### config.mk
export PLATFORM = sky130hd
export DESIGN_NAME = control_unit
export DESIGN_NICKNAME = d
export VERILOG_FILES = /design/src/rtl/control_unit.sv
export SDC_FILE = /design/constraint.sdc
export NUM_CORES = 1
export LEC_CHECK = 0
export ABC_AREA = 0
export ABC_CLOCK_PERIOD_IN_PS = 4140
export CORE_UTILIZATION = 48
export DETAILED_ROUTE_END_ITERATION = 16
export GPL_TIMING_DRIVEN = 1
export MAX_ROUTING_LAYER = met4
export PLACE_DENSITY = 0.86
export SLEW_MARGIN = 20
export SYNTH_ARGS = -nofsm -noshare
export SYNTH_HDL_FRONTEND = slang
export SYNTH_SLANG_ARGS = --single-unit
export TNS_END_PERCENT = 20
### constraint.sdc
create_clock -name clk -period 4.14 [get_ports clk]
set_input_delay 0.828 -clock clk [delete_from_list [all_inputs] [get_ports clk]]
set_output_delay 0.828 -clock clk [all_outputs]
set_load 0.01 [all_outputs]
### src/rtl/control_unit.sv
// Multi-cycle FETCH/DECODE/EXECUTE controller for a 16-bit, 6-bit-address datapath.
// Optional build macro CTRL_TRAP_ILLEGAL_EN: illegal opcodes halt and raise illegal_op.
module control_unit (
  input  logic        clk,
  input  logic        rst_n,
  output logic        imem_req,
  output logic [5:0]  imem_addr,
  input  logic [15:0] imem_rdata,
  input  logic        imem_ready,
  output logic [1:0]  alu_op,
  output logic [2:0]  source_sel,
  output logic [5:0]  ins_immediate,
  output logic [5:0]  pc,
  input  logic        negative,
  input  logic        zero,
  input  logic        positive,
  output logic [2:0]  sr1_sel,
  output logic [2:0]  sr2_sel,
  output logic [2:0]  dr_sel,
  output logic        reg_we,
  output logic [2:0]  cc,
  output logic        halted
`ifdef CTRL_TRAP_ILLEGAL_EN
  ,
  output logic        illegal_op
`endif
);

  typedef enum logic [1:0] {
    S_FETCH   = 2'd0,
    S_DECODE  = 2'd1,
    S_EXECUTE = 2'd2,
    S_HALT    = 2'd3
  } state_t;

  localparam logic [3:0] OP_ADD  = 4'b0000;
  localparam logic [3:0] OP_AND  = 4'b0001;
  localparam logic [3:0] OP_NOT  = 4'b0010;
  localparam logic [3:0] OP_LEA  = 4'b0011;
  localparam logic [3:0] OP_BR   = 4'b0100;
  localparam logic [3:0] OP_HALT = 4'b1111;

  state_t      state;
  logic [15:0] ir;
  logic [3:0]  opcode;
  logic        is_add, is_and, is_not, is_lea, is_br, is_halt, is_alu;
  logic        is_illegal;
  logic        br_taken;
  logic        trap;
  logic [5:0]  pc_next;

  assign opcode     = ir[15:12];
  assign is_add     = (opcode == OP_ADD);
  assign is_and     = (opcode == OP_AND);
  assign is_not     = (opcode == OP_NOT);
  assign is_lea     = (opcode == OP_LEA);
  assign is_br      = (opcode == OP_BR);
  assign is_halt    = (opcode == OP_HALT);
  assign is_alu     = is_add | is_and | is_not | is_lea;
  assign is_illegal = ~(is_alu | is_br | is_halt);

  assign br_taken = (ir[11] & cc[2]) | (ir[10] & cc[1]) | (ir[9] & cc[0]);
  // 6-bit add wraps mod 64, so the two's-complement offset needs no sign extension
  assign pc_next  = (is_br && br_taken) ? (pc + 6'd1 + ir[5:0]) : (pc + 6'd1);

`ifdef CTRL_TRAP_ILLEGAL_EN
  assign trap = is_illegal;
`else
  assign trap = 1'b0;
`endif

  assign imem_addr     = pc;
  assign sr1_sel       = ir[8:6];
  assign sr2_sel       = ir[2:0];
  assign dr_sel        = ir[11:9];
  assign ins_immediate = ir[5:0];
  assign reg_we        = (state == S_EXECUTE) && is_alu;
  assign halted        = (state == S_HALT);

  always_comb begin
    alu_op     = 2'b00;
    source_sel = 3'b000;
    if (is_add || is_and || is_not) begin
      alu_op     = is_and ? 2'b01 : (is_not ? 2'b10 : 2'b00);
      source_sel = ir[5] ? 3'b000 : 3'b010;
    end else if (is_lea) begin
      source_sel = 3'b001;
    end
  end

  // imem_req is registered so it stays low through reset and rises one cycle later;
  // a fetch is only accepted once the request is actually visible on the port.
  always_ff @(posedge clk or negedge rst_n) begin
    if (!rst_n) begin
      state    <= S_FETCH;
      pc       <= '0;
      ir       <= '0;
      cc       <= 3'b010;
      imem_req <= 1'b0;
    end else begin
      case (state)
        S_FETCH: begin
          if (imem_req && imem_ready) begin
            ir       <= imem_rdata;
            imem_req <= 1'b0;
            state    <= S_DECODE;
          end else begin
            imem_req <= 1'b1;
          end
        end
        S_DECODE: state <= S_EXECUTE;
        S_EXECUTE: begin
          pc <= pc_next;
          if (is_alu) cc <= {negative, zero, positive};
          if (is_halt || trap) begin
            imem_req <= 1'b0;
            state    <= S_HALT;
          end else begin
            imem_req <= 1'b1;
            state    <= S_FETCH;
          end
        end
        default: begin
          imem_req <= 1'b0;
          state    <= S_HALT;
        end
      endcase
    end
  end

`ifdef CTRL_TRAP_ILLEGAL_EN
  always_ff @(posedge clk or negedge rst_n) begin
    if (!rst_n) illegal_op <= 1'b0;
    else if (state == S_EXECUTE && is_illegal) illegal_op <= 1'b1;
  end
`endif

endmodule

==> impl_metrics.csv <==
group,metric,value,unit
timing,tightestPinTransition,0.788,ns
synth,avgSynthCellArea,11.0,um^2
grt,grt_pass1_wl,5630,um
placed_design,numPortBuffers,58,
worst_hold_path,hp-class,"flop to flop",
power_and_ir_drop,ir_worst_vdd,0.412,mV
placed_design,dp_cells,226,
floorplan,start_util,51.9,%
timing,skew,0.00322,ns
worst_setup_path,crit_type,"flop to primary output",
worst_setup_path,worst_ep_required_time,3.31,ns
worst_hold_path,hold_end,"imem_addr[5]",
grt,grt_max_degree,29,
worst_setup_path,critPathArrivalTime,2.10,ns
worst_hold_path,hold_start,"imem_addr[5]",
worst_setup_path,r2r-start,"imem_addr[0]",
finish,seq_area,702,um^2
floorplan,die_y,60.1,um
timing,final.min_clock_period,2.92,ns
clock_tree,cts_tree,"done",
synth,synth.distinct_cells,37,
power_and_ir_drop,cellPowerDensity,822,nW/um^2
synth,synth-main-ff-cell,"dfrtp_1",
finish,nFillCells,255,
run_status,run_status,"complete, no violations",
clock_tree,path_clk_slew,0.15,ns
timing,finalHoldViolations,0,
synth,synth_nets,177,
routing,ant_nets,0,
grt,antenna_found_initial,0,
routing,firstDrtPassIters,4,
clock_tree,clock_sinks,28,
grt,grt_pass1_vias,1259,
grt,grt_use_met1,26.0,%
grt,grt.busiest_layer,"met2",
floorplan,die_area,3620,um^2
routing,wl_per_cell,15.2,um
clock_tree,cts_max_level,1,
worst_setup_path,critPathLaunchType,"flop",
timing,holdWs,0.496,ns
synth,yosysWarnings,0,
finish,finalNetCount,217,
synth,seq_area_frac_synth,43.3,%
clock_tree,root_buffer,"clkbuf_4",
floorplan,row_count,20,
floorplan,core_area,3130,um^2
worst_setup_path,endpoint_kind,"primary output",
synth,async_reset_ff_share,100,%
finish,stdcell_count,230,
timing,setup_viol,0,
finish,final_core_util,68.0,%
floorplan,num_io_pins,60,
worst_setup_path,r2r_end,"imem_addr[5]",
clock_tree,cts_resized,0,
placed_design,routabilityCongestion,0.855,
routing,vias,1210,
grt,met3_usage,4.33,%
routing,viasPerCell,5.26,
timing,relSlewSlack,47.4,%
timing,tns,0,ns
worst_setup_path,cp_max_fo,10,
routing,drt-initial-drc-count,24,
grt,gr-usage-met2,36.3,%
power_and_ir_drop,p_leak,0.000890,uW
worst_hold_path,min_path_cells,1,
grt,grt_overflow_total,0,
clock_tree,cts_setup_buffers,0,
synth,synth_top_area_share,41.6,%
timing,fin_crit_sh,70.6,%
routing,wl,3490,um
clock_tree,insertion_delay,0.33,ns
placed_design,dpl.hpwl,2730,um
synth,synth_edf_count,0,
finish,multi_input_area,738,um^2
clock_tree,hold_buffers,0,
finish,diodes,0,
grt,grt_usage,21.7,%
finish,area.growth.synth_to_final,31.1,%
synth,synthCells,147,
synth,synth_area,1620,um^2
clock_tree,cts-buffers-inserted,3,
clock_tree,clockBufferDepth,2,
worst_setup_path,r2r_slack,1.68,ns
floorplan,die_w,60.1,um
timing,slew_viol_final,0,
routing,drc_errors,0,
synth,synthTopCellsByArea,"dfrtp_1 42%, mux2_2 13%, buf_4 10%",
synth,synth_top_cell_by_area,"dfrtp_1",
synth,ys_ff_latch,28,
job,cap_violations,0,
timing,rsz0062_at_grt,"no",
timing,fmax,0.342,GHz
worst_setup_path,r2r_cells,9,
finish,drive_above_1_share,16.7,%
[critical path: stages (launching register included)]
cell	delay, ns
dfrtp_1	0.47
nand2b_1	0.33
nor2_1	0.35
clkdlybuf4s50_1	0.61
[cell usage after synthesis, types with 2 or more instances]
master / count
dfrtp_1: 27
buf_4: 22
mux2_2: 19
o21ai_0: 8
ha_1: 7
nand2_1: 7
a21oi_1: 6
nor2_1: 5
a21o_1: 4
nand3_1: 4
nor3b_1: 4
xor2_1: 4
xnor2_1: 3
buf_2: 2
inv_1: 2
or2_1: 2
[per-layer routing]
layer,vias up,wire [um]
li1,571,-
met1,581,1460
met2,48,1780
met3,10,171
met4,0,80
met5,-,0
[registers in the layout, indices dropped and copies added, names as in the netlist]
register	cells
imem_addr	6
cc	3
state	2
ir	16
imem_req	1
[through the flow]
step	total power, uW	area (um^2)	setup slack, ns
final	1750	2130	1.22
after global routing	1870	2130	1.10
after CTS	1750	2130	1.25
after detailed placement	1610	2090	1.60
after global placement	1560	2090	1.64
after floorplan	1270	1620	1.91
[power breakdown]
part / switching, uW / internal, uW / leakage (uW)
clock network: 80.7 / 53.9 / 0.0000210
registers: 152 / 412 / 0.000337
logic: 456 / 594 / 0.000532
total: 689 / 1060 / 0.000890
[how the worst max path moves through the flow]
stage | endpoint | depth (start not counted) | start
floorplan | imem_addr[5] | 9 | imem_addr[0]
global placement | ir[6] | 4 | imem_ready
global route | reg_we | 3 | state[0]
CTS | reg_we | 3 | state[0]
finish | reg_we | 3 | state[0]
detailed placement | ir[14] | 4 | imem_ready
[layout by cell type (no fill, tap or decap), drive strengths merged, types with 2 or more instances in the layout]
master,instances
xor2,4
clkdlybuf4s50,58
o21ai,9
nor3b,4
a21o,4
a21oi,7
nand3,4
dfrtp,27
mux2,19
xnor2,3
clkbuf,4
ha,7
nor2,7
inv,2
nand2,7
or2,3
[kinds of logic after synthesis]
kind of cell    count (synthesis)  synth area share (%)
compound gates                 25                  9.48
xor+xnor                        7                  3.78
fa+ha+maj                       8                  6.63
buf+inv                        26                  11.3
flops                          28                  43.3
mux                            20                  13.8
other cells                     1                 0.231
simple gates                   32                  11.6
[area by class of cell]
cell class | instances | area share, %
clock buffer | 4 | 1.71
inverter | 2 | 0.353
multi-input combinational | 93 | 34.7
sequential | 28 | 33.0
tap | 44 | 2.59
timing repair buffer | 59 | 27.6
(Power assumes the default switching activity.)
